==> src/rtl/score_digit_renderer.sv <==
// Four-digit score renderer: binary -> BCD (double dabble), per-digit glyph
// ROM addressing and a 2-stage pixel merge. Optional: LEADING_ZERO_BLANK_EN.
// Ports: Clk, Reset_n (sync, active-low), score_in/score_load, DrawX/DrawY,
// rom_addr0..3 / rom_data0..3, busy, digits_out, pixel_on, pixel_color.
module score_digit_renderer #(
  parameter int X0         = 480,
  parameter int Y0         = 16,
  parameter int DIGIT_W    = 10,
  parameter int DIGIT_H    = 16,
  parameter int DIGIT_BASE = 580
) (
  input  logic        Clk,
  input  logic        Reset_n,
  input  logic [13:0] score_in,
  input  logic        score_load,
  input  logic [9:0]  DrawX,
  input  logic [9:0]  DrawY,
  output logic [11:0] rom_addr0,
  output logic [11:0] rom_addr1,
  output logic [11:0] rom_addr2,
  output logic [11:0] rom_addr3,
  input  logic [2:0]  rom_data0,
  input  logic [2:0]  rom_data1,
  input  logic [2:0]  rom_data2,
  input  logic [2:0]  rom_data3,
  output logic        busy,
  output logic [15:0] digits_out,
  output logic        pixel_on,
  output logic [2:0]  pixel_color
);

  localparam logic [9:0]  XL = 10'(X0);
  localparam logic [9:0]  XH = 10'(X0 + 4*DIGIT_W);
  localparam logic [9:0]  YL = 10'(Y0);
  localparam logic [9:0]  YH = 10'(Y0 + DIGIT_H);
  localparam logic [9:0]  W1 = 10'(DIGIT_W);
  localparam logic [9:0]  W2 = 10'(2*DIGIT_W);
  localparam logic [9:0]  W3 = 10'(3*DIGIT_W);
  localparam logic [11:0] WA = 12'(DIGIT_W);
  localparam logic [11:0] GA = 12'(DIGIT_W*DIGIT_H);
  localparam logic [11:0] BA = 12'(DIGIT_BASE);

  typedef enum logic {IDLE, CONV} state_t;

  state_t      state_q, state_d;
  logic [13:0] bin_q, bin_d;
  logic [15:0] bcd_q, bcd_d, bcd_n;
  logic [3:0]  cnt_q, cnt_d;
  logic        pv_q, pv_d;
  logic [13:0] pend_q, pend_d;
  logic [15:0] dig_q, dig_d;
  logic [13:0] clamped;

  assign clamped = (score_in > 14'd9999) ? 14'd9999 : score_in;

  // One double-dabble iteration: add-3 on nibbles >= 5, then shift in MSB.
  always_comb begin
    logic [15:0] t;
    t = bcd_q;
    for (int k = 0; k < 4; k++) begin
      if (bcd_q[4*k +: 4] >= 4'd5)
        t[4*k +: 4] = bcd_q[4*k +: 4] + 4'd3;
    end
    bcd_n = {t[14:0], bin_q[13]};
  end

  always_comb begin
    state_d = state_q;
    bin_d   = bin_q;
    bcd_d   = bcd_q;
    cnt_d   = cnt_q;
    pv_d    = pv_q;
    pend_d  = pend_q;
    dig_d   = dig_q;
    unique case (state_q)
      IDLE: begin
        if (score_load) begin
          state_d = CONV;
          bin_d   = clamped;
          bcd_d   = '0;
          cnt_d   = '0;
        end
      end
      CONV: begin
        bin_d = {bin_q[12:0], 1'b0};
        bcd_d = bcd_n;
        cnt_d = cnt_q + 4'd1;
        if (score_load) begin
          pv_d   = 1'b1;
          pend_d = clamped;
        end
        if (cnt_q == 4'd13) begin
          dig_d = bcd_n;
          // A load on this very cycle is newer than the stored pending one.
          if (score_load || pv_q) begin
            bin_d = score_load ? clamped : pend_q;
            bcd_d = '0;
            cnt_d = '0;
            pv_d  = 1'b0;
          end else begin
            state_d = IDLE;
          end
        end
      end
    endcase
  end

  always_ff @(posedge Clk) begin
    if (!Reset_n) begin
      state_q <= IDLE;
      bin_q   <= '0;
      bcd_q   <= '0;
      cnt_q   <= '0;
      pv_q    <= 1'b0;
      pend_q  <= '0;
      dig_q   <= '0;
    end else begin
      state_q <= state_d;
      bin_q   <= bin_d;
      bcd_q   <= bcd_d;
      cnt_q   <= cnt_d;
      pv_q    <= pv_d;
      pend_q  <= pend_d;
      dig_q   <= dig_d;
    end
  end

  assign busy       = (state_q == CONV);
  assign digits_out = dig_q;

  logic        in_field;
  logic [9:0]  dx, row, col, off;
  logic [1:0]  sel;
  logic [3:0]  dsel;
  logic [3:0]  blank;
  logic [11:0] gaddr;
  logic [11:0] addr [4];

`ifdef LEADING_ZERO_BLANK_EN
  // Port 0 is thousands; a digit blanks only if it and all above are zero.
  assign blank[0] = (dig_q[15:12] == 4'd0);
  assign blank[1] = blank[0] && (dig_q[11:8] == 4'd0);
  assign blank[2] = blank[1] && (dig_q[7:4] == 4'd0);
  assign blank[3] = 1'b0;
`else
  assign blank = 4'b0000;
`endif

  always_comb begin
    in_field = (DrawX >= XL) && (DrawX < XH) &&
               (DrawY >= YL) && (DrawY < YH);
    dx  = DrawX - XL;
    row = DrawY - YL;
    sel  = 2'd3;
    off  = W3;
    dsel = dig_q[3:0];
    unique case (1'b1)
      (dx < W1): begin sel = 2'd0; off = '0; dsel = dig_q[15:12]; end
      (dx >= W1 && dx < W2): begin
        sel = 2'd1; off = W1; dsel = dig_q[11:8];
      end
      (dx >= W2 && dx < W3): begin
        sel = 2'd2; off = W2; dsel = dig_q[7:4];
      end
      default: ;
    endcase
    col   = dx - off;
    gaddr = BA + {8'b0, dsel} * GA + {2'b0, row} * WA + {2'b0, col};
    for (int i = 0; i < 4; i++) begin
      addr[i] = '0;
      if (in_field && sel == 2'(i) && !blank[i])
        addr[i] = gaddr;
    end
  end

  assign rom_addr0 = addr[0];
  assign rom_addr1 = addr[1];
  assign rom_addr2 = addr[2];
  assign rom_addr3 = addr[3];

  logic       in_field_d, blank_d;
  logic [1:0] sel_d;
  logic [2:0] rd_sel, color_n;

  always_comb begin
    rd_sel = rom_data3;
    unique case (sel_d)
      2'd0: rd_sel = rom_data0;
      2'd1: rd_sel = rom_data1;
      2'd2: rd_sel = rom_data2;
      2'd3: rd_sel = rom_data3;
    endcase
    color_n = (in_field_d && !blank_d) ? rd_sel : 3'd0;
  end

  always_ff @(posedge Clk) begin
    if (!Reset_n) begin
      in_field_d  <= 1'b0;
      blank_d     <= 1'b0;
      sel_d       <= '0;
      pixel_color <= '0;
      pixel_on    <= 1'b0;
    end else begin
      in_field_d  <= in_field;
      blank_d     <= blank[sel];
      sel_d       <= sel;
      pixel_color <= color_n;
      pixel_on    <= (color_n != 3'd0);
    end
  end

endmodule

==> config.mk <==
export PLATFORM = sky130hd
export DESIGN_NAME = score_digit_renderer
export DESIGN_NICKNAME = d
export VERILOG_FILES = /design/src/rtl/score_digit_renderer.sv
export SDC_FILE = /design/constraint.sdc
export NUM_CORES = 1
export LEC_CHECK = 0
export ABC_AREA = 1
export CAP_MARGIN = 30
export CORE_MARGIN = 1
export CORE_UTILIZATION = 45
export CTS_BUF_LIST = sky130_fd_sc_hd__clkbuf_8
export DETAILED_ROUTE_END_ITERATION = 8
export PLACE_DENSITY = 0.72
export SYNTH_ARGS = -nofsm -noshare
export SYNTH_HDL_FRONTEND = slang
export SYNTH_SLANG_ARGS = --single-unit
==> constraint.sdc <==
create_clock -name Clk -period 21.3 [get_ports Clk]
set_input_delay 5.325 -clock Clk [delete_from_list [all_inputs] [get_ports Clk]]
set_output_delay 5.325 -clock Clk [all_outputs]
set_load 0.05 [all_outputs]
==> metrics.md, run 1 <==
| Metric | Value |
|---|---|
| Synth area leaders | `dfxtp_1 25%, ha_1 13%, nand2_1 10%, inv_1 7.8%, nor2_1 7.5%` |
| Commonest non-fill, non-tap cells in the layout | `156 x nand2_1, 119 x inv_1, 117 x clkdlybuf4s50_1, 114 x nor2_1, 77 x a21oi_1` |
| Hold Slack | `approximately 470 ps` |
| Slew @ Worst Pin | `between 800 and 900 ps` |
| Worst IR Drop VDD | `0.0000370 V` |
| Fmax | `about 58 MHz` |
| Number of hold violations in the final report | `0` |
| Yosys reg bits | `73` |
| First-pass GRT wire length | `approximately 23 mm` |
| WP data required | `15980 ps` |
| Pre-Repair DR Iteration Count | `5` |
| Clock Pin Slew Worst Setup and Hold Paths | `roughly 70 ps` |
| Core Footprint | `approximately 0.012 mm2` |
| Fill cells | `between 1000 and 1500` |
| Reg power frac | `0.326` |
| Clock power frac | `0.268` |
| Commonest non-fill, non-tap cell in the layout | `nand2_1` |
| Pwr/cell area | `61.5 mW/mm2` |
| Clock skew | `8.29 ps` |
| Initial antenna violation count | `0` |
| Post-CTS Hold Buffers | `0` |
| Root Buffer | `clkbuf_8` |
| Tmin final | `17150 ps` |
| Synth area leader | `dfxtp_1` |
| Full die area | `0.0132 mm2` |
| Final max-slew violation count | `0` |
| Boundary Pins | `between 100 and 150` |
| Wirelength per Cell | `12.8 um` |
| H-tree Lvls | `3` |
| Final ANT Viol Nets | `0` |
| Post-synth cell types | `48` |
| Final period util | `0.805` |
| Hpwl dp | `11.2 mm` |
| Die Y | `115 um` |
| Post-synth design cell area | `0.00574 mm2` |
| Hold Path Class | `reg2reg` |
| Syn Nets | `953` |
| Avg Cell Area, Syn | `6.88 um2` |
| Final net count | `1058` |
| Die Width | `approximately 110 um` |
| Vias per Instance | `4.94` |
| Synth top area share | `0.254` |
| Number of synthesized flops with an enable pin | `0` |
| WL final | `14.3 mm` |
| Largest net degree at the start of global routing | `51` |
| Worst-skew pair later-pin latency | `360 ps` |
| Crit path launch type | `input port` |
| Antenna cells | `0` |
| Relative slew slack | `0.409` |
| Internal power | `about 270 uW` |
| Async SR Flop Fraction | `0` |
| Vias in the first global route | `4924` |
| Critical path type | `in2out` |
| Setup violations, final | `0` |
| Slowest Stage Delay on Critical Path | `approximately 800 ps` |
| Share of cells above drive strength 1 | `0.0593` |
| Clk sinks | `73` |
| Leak Pwr | `about 0.0032 uW` |
| Arrival @ worst endpoint | `11830 ps` |
| Status | `finished clean` |
| Starting density of the core | `0.470` |
| Post-cts sizing count | `0` |
| GPL Wtd Cong | `0.909` |
| Cell mode on critical path | `nand2_1` |
| Synth warn | `0` |
| CP endpoint kind | `output port` |
| Setup TNS | `0 ps` |
| All-Layer GR Usage | `0.221` |
| CTS tree | `built` |
| Psw | `around 170 uW` |
| Area delta synth->final | `25.9%` |
| Comb power frac | `0.406` |
| PortBufs | `117` |
| CTS Buf Count | `9` |
| Postcts setup bufs | `0` |
| Ys flop type | `dfxtp_1` |
| Detailed-route via count | `5495` |
| Critical Path Fanout Max | `11` |
| Initial drt markers | `320` |
| Row cnt | `40` |
| Clock buffer depth | `2` |
| Maximum capacitance violations | `0` |
| Gr ovfl total | `0` |
| Post-synthesis sequential area ratio | `0.254` |
| Mapped Cells | `835` |
| DR DRC count | `0` |
| RSZ-0062 raised after global routing | `false` |
| Switch share | `0.382` |
| Slowest CP cell | `clkdlybuf4s50_1` |
[Yosys cell counts (2+ instances only)]
master and instances:
fa_1 9, nand3_2 4, nor2_2 2, a211oi_1 6, xor2_1 24, nand4_1 12
inv_1 119, or2_2 3, nor2_4 2, a21oi_1 77, o21ai_0 54, nor2_1 115
nand3_1 21, nand2_1 156, a31oi_1 2, o22ai_1 5, buf_6 5, nand2_2 9
inv_2 4, buf_2 2, clkinv_1 2, ha_1 60, nand2_4 3, dfxtp_1 73
a211oi_4 2, clkbuf_1 18, nor3_1 8, xnor2_1 7, o211ai_1 10, and2_1 3
[sequential cells by signal (all words and copies together) (netlist names)]
signal	count
bin_q	14
sel_d	2
pixel_on	1
digits_out	16
bcd_q	16
pv_q	1
busy	1
pend_q	14
in_field_d	1
pixel_color	3
cnt_q	4
[metrics by stage]
stage | cell area (um2) | power [uW] | util | cells | setup WS [ps]
floorplan | 5740 | 281 | - | 835 | 5880
global placement | 7010 | 326 | 0.574 | 1097 | 4370
detailed placement | 7010 | 329 | 0.574 | 1097 | 4200
CTS | 7230 | 449 | 0.592 | 1112 | 4180
global route | 7230 | 478 | 0.592 | 1112 | 3740
finish | 7230 | 444 | 0.592 | 1112 | 4150
[power groups by stage]
stage,Clock [uW],Combinational [uW],Sequential [uW]
after floorplan,0,133,147
after global placement,0,179,148
final,119,180,145
after detailed placement,0,181,148
after global routing,127,206,145
after CTS,122,182,145
[logic make-up after synthesis]
kind of cell | Yosys count | share of synthesized area
compound gates | 168 | 0.172
flops | 73 | 0.254
xor+xnor | 31 | 0.0473
buf+inv | 153 | 0.108
fa+ha+maj | 69 | 0.162
simple gates | 341 | 0.257
[critical path, delay by kind of cell]
kind / cells / cell delay (ps)
xor gates and xnor gates: 1 / 180
adders and majority gates: 5 / 1740
AOI/OAI and AO/OA: 2 / 660
buffers and inverters: 4 / 1640
and+or+nand+nor: 19 / 2270
[cell type report]
cell class	instances	area (um2)	share of cell area
well taps	168	210	0.0291
multi-input cells	609	3660	0.507
clock buffers	9	124	0.0171
clock inverters	6	92.6	0.0128
flip-flops and latches	73	1460	0.202
repair buffers	121	1200	0.166
inverters	126	475	0.0658
[routing by layer]
| metal | wire [um] | GRT usage |
|---|---|---|
| met1 | 6440 | 0.274 |
| met2 | 6910 | 0.392 |
| met3 | 669 | 0.0364 |
| met4 | 244 | 0.0649 |
| met5 | 0 | 0 |
[path summary, 6_finish.rpt]
check,start,end,slack (ps),depth (start not counted)
worst max-delay path,DrawX[5],rom_addr0[11],4150,31
worst min-delay path,bin_q[4],bin_q[4],470,2
worst max register to register,busy,bin_q[10],18180,8
worst min register to register,bin_q[4],bin_q[4],470,2
(Power assumes the default switching activity.)
==> run 2: changes to the inputs <==
Settings changed: PLACE_DENSITY 0.72 to 0.74.
Clock period 21.3 ns to 14.4 ns, I/O delays scaled along.
==> metrics.md, run 2 (synthesized netlist as in run 1, its figures left out) <==
| Metric | Value |
|---|---|
| Status | `finished clean` |
| Final net count | `1058` |
| Post-CTS Hold Buffers | `0` |
| Detailed-route via count | `5651` |
| Setup slack, reg-to-reg | `11220 ps` |
| Fill cells | `1196` |
| Cell mode on critical path | `nand2_1` |
| Reg-to-reg endpoint | `bin_q[10]` |
| First-pass GRT wire length | `24.2 mm` |
| Hold Startpoint | `bin_q[3]` |
| Critical path type | `in2out` |
| Clock Pin Slew Worst Setup and Hold Paths | `80 ps` |
| Final period util | `0.944` |
| WP data required | `10800 ps` |
| Full die area | `0.0132 mm2` |
| Starting density of the core | `0.470` |
| Clk sinks | `73` |
| Boundary Pins | `118` |
| Pre-Repair DR Iteration Count | `5` |
| Root Buffer | `clkbuf_8` |
| GPL Wtd Cong | `0.905` |
| Power Total | `around 680 uW` |
| Final max-slew violation count | `0` |
| H-tree Lvls | `3` |
| Commonest non-fill, non-tap cell in the layout | `nand2_1` |
| Wirelength per Cell | `13.3 um` |
| Critical Path Fanout Max | `11` |
| WL final | `14.8 mm` |
| CTS Buf Count | `9` |
| Gr ovfl total | `0` |
| Slowest CP cell | `clkdlybuf4s50_1` |
| Reg2reg path depth | `8` |
| Fmax | `73.6 MHz` |
| Tmin final | `13590 ps` |
| Worst IR Drop VDD | `0.0000528 V` |
| Die Y | `115 um` |
| Hold Path Class | `reg2reg` |
| Hold Path Depth | `2` |
| Leak Pwr | `roughly 0.0032 uW` |
| Row cnt | `40` |
| Largest net degree at the start of global routing | `51` |
| Commonest non-fill, non-tap cells in the layout | `156 x nand2_1, 120 x inv_1, 117 x clkdlybuf4s50_1, 114 x nor2_1, 77 x a21oi_1` |
| Arrival @ worst endpoint | `9990 ps` |
| DR DRC count | `0` |
| Maximum capacitance violations | `0` |
| Multi-input gate area | `0.00366 mm2` |
| Family with the most delay on the worst path | `simple AND/OR/NAND/NOR gates` |
| CP Buf/Inv Count | `4` |
| Relative slew slack | `0.397` |
| Crit path launch type | `input port` |
| DRT met1 WL | `6.90 mm` |
| Initial antenna violation count | `0` |
| Reg area | `0.00146 mm2` |
| PortBufs | `117` |
| Routed wire length on met2 | `~7 mm` |
| All-Layer GR Usage | `0.230` |
| Clock buffer depth | `2` |
| Area delta synth->final | `26.3%` |
| Final ANT Viol Nets | `0` |
| Share of cells above drive strength 1 | `0.0593` |
| Vias per Instance | `5.08` |
| Hold Slack | `between 400 and 500 ps` |
| Clock skew | `between 8 and 9 ps` |
| Initial drt markers | `354` |
| Vias in the first global route | `5210` |
| Final worst slack | `810 ps` |
| WL met3 | `706 um` |
| Slowest Stage Delay on Critical Path | `810 ps` |
| Postcts setup bufs | `0` |
| Die Width | `between 100 and 150 um` |
| Core Footprint | `0.0122 mm2` |
| Setup violations, final | `0` |
| RSZ-0062 raised after global routing | `false` |
| Pre-CTS WS | `856 ps` |
| Slew @ Worst Pin | `904 ps` |
| CP endpoint kind | `output port` |
| Pwr/cell area | `93.5 mW/mm2` |
| Reg2reg start | `busy` |
| Hold EP | `bin_q[3]` |
| Top Layer Used | `met4` |
| Setup TNS | `0 ps` |
| Post-cts sizing count | `0` |
| Antenna cells | `0` |
| Worst-skew pair later-pin latency | `360 ps` |
| Number of hold violations in the final report | `0` |
| CTS tree | `built` |
| Hpwl dp | `11.2 mm` |
## run 2: worst max path at each step
stage / to / cells past startpoint / slack (ps) / start
global placement: rom_addr1[11] / 31 / 1010 / DrawX[5]
global route: rom_addr1[11] / 31 / 330 / DrawX[5]
finish: rom_addr1[11] / 31 / 810 / DrawX[5]
floorplan: rom_addr0[11] / 31 / 2430 / DrawX[5]
CTS: rom_addr3[11] / 31 / 860 / DrawX[5]
detailed placement: rom_addr3[11] / 31 / 860 / DrawX[5]
## run 2: layer usage
metal  vias to the layer above  GRT usage
li1                       2903          -
met1                      2595      0.307
met2                       138      0.389
met3                        15     0.0322
met4                         0     0.0632
met5                         -          0
## run 2: area by class of cell
cell class,count,share of cell area
multi-input combinational,609,0.505
sequential,73,0.201
timing repair buffer,121,0.166
inverter,126,0.0655
tap,168,0.0290
clock buffer,10,0.0190
clock inverter,6,0.0147
## run 2: worst reg2reg max path, delay by kind of cell (launching register included)
family	cells	cell delay [ps]
AO/OA/AOI/OAI	2	370
buffers and inverters	3	1350
flip-flops	1	310
AND/OR/NAND/NOR	3	1010
## run 2: where the power goes
group          internal [uW]  switching [uW]  total [uW]
sequential               209            4.65         214
clock                    119            76.7         196
combinational            100             169         269
total                    428             250         678
## run 2: per-stage QoR
stage	area [um2]	std cells	utilization
final	7260	1113	0.594
after global routing	7260	1113	0.594
after CTS	7260	1113	0.594
after detailed placement	7010	1097	0.574
after global placement	7010	1097	0.574
after floorplan	5740	835	-
